File: src/rtl/fpt_channel_scheduler.sv
// Round-robin scheduler that time-shares one fixed-latency psi_fpt_core among NUM_CH channels,
// routing each correction/veto back to the channel that issued the sample.
module fpt_channel_scheduler #(
   parameter int unsigned NUM_CH       = 4,
   parameter int unsigned CORE_LATENCY = 3,
   parameter int unsigned MAX_HOLD     = 2
) (
   input  logic                 clk_250mhz,
   input  logic                 rst,
   input  logic                 lock_in,
   input  logic [NUM_CH*16-1:0] ch_scrape,
   input  logic [NUM_CH*16-1:0] ch_motor,
   input  logic [NUM_CH-1:0]    ch_valid,
   output logic [NUM_CH-1:0]    ch_ready,
   output logic [NUM_CH*16-1:0] ch_correction,
   output logic [NUM_CH-1:0]    ch_corr_valid,
   output logic [NUM_CH-1:0]    ch_veto,
   input  logic [NUM_CH-1:0]    veto_clear,
   output logic [15:0]          core_scrape,
   output logic [15:0]          core_motor,
   output logic                 core_valid,
   input  logic [15:0]          core_correction,
   input  logic                 core_veto,
   input  logic [1:0]           core_attention,
   output logic [2:0]           grant_id,
   output logic                 busy
);

   localparam int unsigned IdxW     = (NUM_CH > 1) ? $clog2(NUM_CH) : 1;
   localparam int unsigned WaitLast = (CORE_LATENCY >= 2) ? CORE_LATENCY - 2 : 0;
   localparam int unsigned CntW     = (CORE_LATENCY > 2) ? $clog2(CORE_LATENCY - 1) : 1;
   localparam int unsigned HoldW    = (MAX_HOLD > 0) ? $clog2(MAX_HOLD + 1) : 1;

   typedef enum logic [2:0] {StIdle, StArb, StIssue, StWait, StCapture} state_e;

   state_e                state_q, state_d;
   logic [IdxW-1:0]       ptr_q, ptr_d;
   logic [IdxW-1:0]       gid_q, gid_d;
   logic [HoldW-1:0]      hold_q, hold_d;
   logic [1:0]            att_q, att_d;
   logic [CntW-1:0]       wcnt_q, wcnt_d;
   logic                  busy_q, busy_d;
   logic [15:0]           cs_q, cs_d;
   logic [15:0]           cm_q, cm_d;
   logic [NUM_CH*16-1:0]  corr_q, corr_d;
   logic [NUM_CH-1:0]     veto_q, veto_d;

   logic [NUM_CH-1:0]     eligible;
   logic                  rr_found;
   logic [IdxW-1:0]       rr_ch;
   logic [IdxW-1:0]       idx;
   logic                  hold_ok;
   logic [IdxW-1:0]       g;
   logic                  capture;

   assign eligible = ch_valid & ~veto_q;

   // First eligible channel at or after the round-robin pointer.
   always_comb begin
      rr_found = 1'b0;
      rr_ch    = '0;
      idx      = '0;
      for (int unsigned i = 0; i < NUM_CH; i++) begin
         idx = IdxW'((32'(ptr_q) + i) % NUM_CH);
         if (!rr_found && eligible[idx]) begin
            rr_found = 1'b1;
            rr_ch    = idx;
         end
      end
   end

   assign hold_ok = (att_q == 2'b11) && eligible[gid_q] && (32'(hold_q) < MAX_HOLD);
   assign g       = hold_ok ? gid_q : rr_ch;

   always_comb begin
      state_d       = state_q;
      ptr_d         = ptr_q;
      gid_d         = gid_q;
      hold_d        = hold_q;
      att_d         = att_q;
      wcnt_d        = wcnt_q;
      busy_d        = busy_q;
      cs_d          = cs_q;
      cm_d          = cm_q;
      corr_d        = corr_q;
      veto_d        = veto_q & ~veto_clear;
      ch_ready      = '0;
      ch_corr_valid = '0;
      core_valid    = 1'b0;
      capture       = 1'b0;

      // Losing lock abandons any transaction without touching results or the pointer.
      if (!lock_in) begin
         state_d = StIdle;
         busy_d  = 1'b0;
      end else begin
         case (state_q)
            StIdle: state_d = StArb;
            StArb: begin
               if (|eligible) begin
                  ch_ready = NUM_CH'(1) << g;
                  cs_d     = ch_scrape[32'(g)*16 +: 16];
                  cm_d     = ch_motor[32'(g)*16 +: 16];
                  gid_d    = g;
                  busy_d   = 1'b1;
                  hold_d   = hold_ok ? hold_q + 1'b1 : '0;
                  state_d  = StIssue;
               end
            end
            StIssue: begin
               core_valid = 1'b1;
               wcnt_d     = '0;
               state_d    = (CORE_LATENCY == 1) ? StCapture : StWait;
            end
            StWait: begin
               if (wcnt_q == CntW'(WaitLast)) state_d = StCapture;
               else                           wcnt_d  = wcnt_q + 1'b1;
            end
            StCapture: begin
               capture                         = 1'b1;
               ch_corr_valid[gid_q]            = 1'b1;
               corr_d[32'(gid_q)*16 +: 16]     = core_correction;
               if (core_veto) veto_d[gid_q]    = 1'b1;
               att_d   = core_attention;
               ptr_d   = (32'(gid_q) == NUM_CH - 1) ? '0 : gid_q + 1'b1;
               busy_d  = 1'b0;
               state_d = StArb;
            end
            default: state_d = StIdle;
         endcase
      end

      if (rst) begin
         ch_ready      = '0;
         ch_corr_valid = '0;
         core_valid    = 1'b0;
         capture       = 1'b0;
      end
   end

   // The freshly captured word is forwarded so it is valid alongside its pulse.
   always_comb begin
      ch_correction = corr_q;
      if (capture) ch_correction[32'(gid_q)*16 +: 16] = core_correction;
   end

   always_ff @(posedge clk_250mhz) begin
      if (rst) begin
         state_q <= StIdle;
         ptr_q   <= '0;
         gid_q   <= '0;
         hold_q  <= '0;
         att_q   <= '0;
         wcnt_q  <= '0;
         busy_q  <= 1'b0;
         cs_q    <= '0;
         cm_q    <= '0;
         corr_q  <= '0;
         veto_q  <= '0;
      end else begin
         state_q <= state_d;
         ptr_q   <= ptr_d;
         gid_q   <= gid_d;
         hold_q  <= hold_d;
         att_q   <= att_d;
         wcnt_q  <= wcnt_d;
         busy_q  <= busy_d;
         cs_q    <= cs_d;
         cm_q    <= cm_d;
         corr_q  <= corr_d;
         veto_q  <= veto_d;
      end
   end

   assign ch_veto     = veto_q;
   assign core_scrape = cs_q;
   assign core_motor  = cm_q;
   assign grant_id    = 3'(gid_q);
   assign busy        = busy_q;

endmodule

File: config.mk
export PLATFORM = sky130hd
export DESIGN_NAME = fpt_channel_scheduler
export DESIGN_NICKNAME = d
export VERILOG_FILES = /design/src/rtl/fpt_channel_scheduler.sv
export SDC_FILE = /design/constraint.sdc
export NUM_CORES = 1
export LEC_CHECK = 0
export CORE_AREA = 2 2 131 133
export DETAILED_ROUTE_END_ITERATION = 10
export DIE_AREA = 0 0 133 135
export PLACE_DENSITY = 0.71
export SYNTH_ARGS = -nofsm -noshare
export SYNTH_HDL_FRONTEND = slang
export SYNTH_SLANG_ARGS = --single-unit
export TNS_END_PERCENT = 100
File: constraint.sdc
create_clock -name clk_250mhz -period 2.55 [get_ports clk_250mhz]
set_input_delay 0.255 -clock clk_250mhz [delete_from_list [all_inputs] [get_ports clk_250mhz]]
set_output_delay 0.255 -clock clk_250mhz [all_outputs]
set_load 0.02 [all_outputs]
### Yosys cells after proc, flatten, opt, wreduce, memory -nomap -nowiden

Cells that the tools add are included.

| word-level totals | value |
|---|---|
| flip-flop bits (word level) | 113 |
| input port bits | 158 |
| output and inout port bits | 113 |
| word-level logic and storage cells | 111 |

| cells by class | value |
|---|---|
| add/subtract/negate cells | 7 |
| order comparisons | 7 |
| equal/unequal tests | 8 |
| shift operators | 5 |
| multiplexer cells | 47 |
| bitwise operators | 6 |
| reductions and logical operators | 20 |

Operator list:

| cell | count |
|---|---|
| variable part select 64 x 7 -> 16 bit | 2 |
| bitwise mux 64 bit | 1 |
| two-way mux 64 bit | 1 |
| variable shift 16 x 34 -> 64 bit, first input constant | 1 |
| variable part select 16 x 34 -> 64 bit | 1 |
| two-way mux 4 bit | 10 |
| negation 6 -> 34 bit | 1 |
| two-way mux 1 bit | 17 |
| less-than comparator 2 x 3 -> 1 bit, second input constant | 5 |
| two-way mux 2 bit | 7 |
| one-hot mux 3 bit (4 select lines) | 1 |
| binary-select mux 1 bit (select 2 bit) | 5 |
| bitwise AND 4 bit | 2 |
| NOT 4 bit | 2 |
| AND reduction 2 bit | 4 |
| adder 2 x 1 -> 2 bit, second input constant | 3 |
| == test 3 x 2 -> 1 bit, second input constant | 2 |
| logical AND 1 bit | 6 |
| two-way mux 3 bit | 2 |
| adder 2 bit, second input constant | 2 |
| == test 2 bit, second input constant | 2 |
| != test 2 bit, second input constant | 2 |
| bitwise OR 4 bit | 1 |
| one-hot mux 1 bit (2 select lines) | 2 |
| 14 further kinds | 18 |

### Logic depth before layout (Yosys ltp)

| depth | value |
|---|---|
| word-level depth | 20 |
| gate-level depth with buffers | 10 |
| mapped depth without buffers | 7 |

### Worst setup path after synthesis

No wires, ideal clock.

| timing path | value |
|---|---|
| path type | register to output |
| start | reg gid_q[0] |
| end | out ch_ready[2] |
| data arrival time | 2.364 ns |
| required time | 2.295 ns |
| path slack | -0.069 ns |
| stages on the path, launching flop included | 11 |
| buffers on the path | 4 |
| cells stage by stage | dfxtp_1 buf_6 inv_2 mux2i_1 o41ai_4 o32a_1 buf_6 buf_4 buf_4 inv_1 nor2_1 |

| on the way | value |
|---|---|
| word-level cells in the longest chain between the ends | 10 |

RTL lines:

| element | RTL line | RTL |
|---|---|---|
| start: declaration | 38 | `logic [IdxW-1:0] gid_q, gid_d;` |
| start signal: assignment | 163 | `gid_q <= gid_d;` |
| binary-select mux 1 bit (select 2 bit) | 72 | `assign hold_ok = (att_q == 2'b11) && eligible[gid_q] && (32'(hold_q) < MAX_HOLD);` |
| two-way mux 1 bit (implied by the code) | 72 |  |
| logical AND 1 bit (2 in a row) | 72 |  |
| two-way mux 2 bit (*) | 73 | `assign g = hold_ok ? gid_q : rr_ch;` |
| left shift 1 x 2 -> 4 bit (*) | 101 | `ch_ready = NUM_CH'(1) << g;` |
| two-way mux 4 bit (*) | 100 | `if (\|eligible) begin` |
| two-way mux 4 bit (*) | 97 | `case (state_q)` |
| two-way mux 4 bit (*) | 93 | `if (!lock_in) begin` |
| two-way mux 4 bit (*) | 133 | `if (rst) begin` |
| end: declaration | 14 | `output logic [NUM_CH-1:0] ch_ready,` |

Every way passes the cells marked *; elsewhere a longest branch is shown, timed or not. The select of a mux whose other input is x is not followed.

### Worst setup path after layout

| timing path | value |
|---|---|
| start | reg state_q[1] |
| end | out ch_correction[47] |

| on the way | value |
|---|---|
| word-level cells in the longest chain between the ends | 5 |

RTL lines:

| element | RTL line | RTL |
|---|---|---|
| start: declaration | 36 | `state_e state_q, state_d;` |
| start signal: assignment | 149 | `state_q <= StIdle;` |
| start signal: assignment | 161 | `state_q <= state_d;` |
| == test 3 bit | 97 |  |
| two-way mux 1 bit | 97 |  |
| two-way mux 1 bit | 93 |  |
| two-way mux 1 bit | 133 |  |
| two-way mux 64 bit | 144 | `if (capture) ch_correction[32'(gid_q)*16 +: 16] = core_correction;` |
| end: declaration | 15 | `output logic [NUM_CH*16-1:0] ch_correction,` |

No other way between the ends.

==> run_results.csv <==
group,metric,value,unit
sta,finalCriticalPeriod,2.60,ns
sta,final_critical_path_setup_slack,-0.0461,ns
global_routing,grt_usage,0.235,
drt,drc_errors,0,
clock_tree,clockBufferDepth,2,
clock_tree,buffer_type_at_the_clock_tree_root,"clkbuf_16",
sta,setup_tns,-0.365,ns
setup_path,arrival,2.34,ns
clock_tree,cts_hold_buffers,0,
clock_tree,clk_latency,0.42,ns
floorplan,floorplan.die.width,133,um
placement,detailed_place_hpwl,15.8,mm
setup_path,worst-path-stages,10,
logic_synthesis,synth_top_family_by_area,"compound AO/OA/AOI/OAI gates",
clock_tree,clk_transition_reported_paths,0.06,ns
logic_synthesis,postSynthCellCount,537,
setup_path,worst-path-max-fanout,6,
placement,buffer_ports.inserted,269,
global_routing,initial_antenna_violation_count,1,
clock_tree,clock_tree_from_tritoncts,"done",
placement,placed_cells_incl_taps,1032,
logic_synthesis,yosys.area_share.xor_xnor,0,
drt,drt_first_pass_iters,5,
logic_synthesis,synth_top_cells_by_area,"dfxtp_1, a22o_1, mux2i_1",
setup_path,critPathSlowestCell,"dfxtp_2",
global_routing,grt_pass1_wl,32.9,mm
global_routing,largest_net_degree_at_the_start_of_global_routing,33,
logic_synthesis,synth.ff_latch_count,113,
logic_synthesis,ys_async_sr_fraction,0,
logic_synthesis,post_synthesis_share_of_cell_area_spent_on_and_or_nand_and_nor_gates,0.0880,
final_layout,nFillCells,1317,
logic_synthesis,netlist.area_leader.share,0.423,
final_layout,synthesis_to_layout_area_growth,83.5,%
logic_synthesis,synth.area.mux_share,0.0730,
setup_path,worst_setup_path_start_kind,"register",
floorplan,die-area,0.0180,mm^2
final_layout,final_cell_mix,"clkdlybuf4s50_1, a22o_1, dfxtp_1",
setup_path,ff2ff_path_depth,11,
logic_synthesis,synth_compound_area_frac,0.340,
global_routing,overflow,0,
logic_synthesis,sequential_element_share_of_the_synthesized_area,0.423,
worst_hold_path,hold_path_class,"in2reg",
sta,final.period_utilization,1.02,
global_routing,number_of_global_route_vias_before_repair,6079,
logic_synthesis,synthDominantAreaCellType,"dfxtp_1",
setup_path,critPathRequiredTime,2.30,ns
final_layout,multiInputGateArea,0.00299,mm^2
floorplan,die-height,135,um
setup_path,path_class,"reg2out",
sta,finalSetupViolations,24,
logic_synthesis,yosys.area_share.adder,0.0187,
sta,grt_setup_unrepaired,"yes",
final_layout,layout-drive-gt1-share,0.262,
drt,dr_total_vias,6063,
floorplan,coreArea,0.0164,mm^2
final_layout,area.sequential,0.00227,mm^2
setup_path,crit_path_end_kind,"primary output",
placement,gp_congestion,0.844,
sta,relSlewSlack,0.0881,
logic_synthesis,yosysUniqueCellTypes,41,
drt,avgRoutedWirePerCell,20.5,um
clock_tree,tritoncts_num_sinks,113,
drt,count_of_antenna_violating_nets_left_after_detailed_routing,0,
setup_path,slowest_delay,0.34,ns
sta,achievable-frequency,0.385,GHz
sta,timing_worst_slew_pin_value,1.37,ns
drt,vias_per_cell,5.55,
logic_synthesis,synth_warnings,0,
drt,first_iter_violations,514,
sta,final.setup_skew,0.0120,ns
logic_synthesis,dominantRegCellSynth,"dfxtp_1",
final_layout,antennaDiodeCount,0,
setup_path,path_cells,"nor4b_4, nor2b_4, buf_6, nand2_4, nor4b_4, buf_6, buf_16, buf_6, a22o_1, buf_6",
final_layout,stdcell_count,1093,
outcome,failing_checks,"setup timing",
floorplan,design.portCount,271,
logic_synthesis,edff_count_synth,0,
setup_path,worst_path_dominant_cell_family,"simple AND/OR/NAND/NOR gates",
drt,totalWireLength,22.4,mm
outcome,status,"finished, violations left",
final_layout,final_common_cell,"clkdlybuf4s50_1",
sta,count_of_endpoints_failing_hold_in_the_final_timing_report,0,
sta,drv_slew,0,
final_layout,fin_util,0.598,
floorplan,row_count,47,
setup_path,critPathMostFrequentCell,"buf_6",
setup_path,path_buf_inv,5,
floorplan,effective_utilization_at_floorplan,0.326,
placement,worst_slack_at_placement,-0.446,ns
clock_tree,htreeDepth,4,
power_and_ir_drop,p_leak,4.21,nW
worst_hold_path,whs_path_depth,2,
power_and_ir_drop,power.density,511,mW/mm^2
logic_synthesis,post_synth.cell_area_avg,9.96,um^2
power_and_ir_drop,post-layout-total-power,5.01,mW
final_layout,finish.net_count,1026,
flow_run,max_cap_violations,0,
logic_synthesis,synth.cell_area,0.00535,mm^2
logic_synthesis,net_count_after_synthesis,703,
clock_tree,cts-buffers-inserted,17,
power_and_ir_drop,power.ir.vdd_worst,0.366,mV
==> power by group <==
| part | internal (mW) | switching (mW) |
|---|---|---|
| combinational | 0.370 | 0.271 |
| sequential | 1.79 | 0.0160 |
| clock | 1.65 | 0.916 |
| total | 3.81 | 1.20 |
==> cell type report <==
type / count / share of cell area
sequential: 113 / 0.231
clock inverter: 14 / 0.0205
clock buffer: 18 / 0.0437
tap: 220 / 0.0281
timing repair buffer: 362 / 0.368
multi-input combinational: 357 / 0.305
inverter: 9 / 0.00344
==> flip-flops by register name, summed over array words and instances (netlist names) <==
name / cells
ch_veto: 4
gid_q: 2
corr_q: 64
ptr_q: 2
hold_q: 2
wcnt_q: 1
att_q: 2
busy: 1
state_q: 3
core_scrape: 16
core_motor: 16
==> repair_timing <==
item | CTS | global route
gates resized for setup | 310 | 115
endpoints found under the setup margin | 72 | 103
setup buffers | 20 | 7
endpoints found under the hold margin | 0 | 0
gates cloned | 4 | 4
pin swaps | 8 | 6
==> routing by layer <==
metal  part of all wire  wire length, um  track usage  up-vias
met3              0.086             1930       0.0736       53
met4              0.028              621       0.0824        2
li1                   -                -            -     2744
met1               0.37             8390        0.263     2890
met5            0.00049               11            0        -
met2               0.51            11500        0.423      374
==> metrics by stage <==
step / cell area [um^2] / hold WS [ns]
after floorplan: 5350 / 0.388
after global placement: 8670 / 0.457
after detailed placement: 8670 / 0.458
after CTS: 9370 / 0.422
after global routing: 9810 / 0.433
final: 9810 / 0.444
==> Yosys cell counts, drive strengths merged, types with 2 or more instances <==
library cell  count
a222oi           15
nand3             2
nor4b             4
nor2b             6
o21ai            37
nand2b            3
dfxtp           113
mux2i            39
a32oi             3
nor4              3
nor2             21
o41ai             2
nor3              4
nor3b             3
buf              37
and2              4
ha                8
clkbuf           22
and3b             2
a21oi            15
nand2            32
a22o            129
a221o            17
inv               9
==> worst paths after layout <==
check                                          to          from  slack (ns)
worst max-delay path            ch_correction[47]    state_q[1]       -0.05
worst min-delay path               core_scrape[5]  ch_scrape[5]        0.44
worst max register to register     core_scrape[1]    ch_veto[3]        0.11
worst min register to register         corr_q[62]    corr_q[62]        0.47
==> cell families after synthesis <==
| logic type | Yosys count |
|---|---|
| mux | 39 |
| fa+ha+maj | 8 |
| other cells | 1 |
| buf+inv | 68 |
| simple gates | 86 |
| compound gates | 222 |
| flops | 113 |
(Power assumes the default switching activity.)
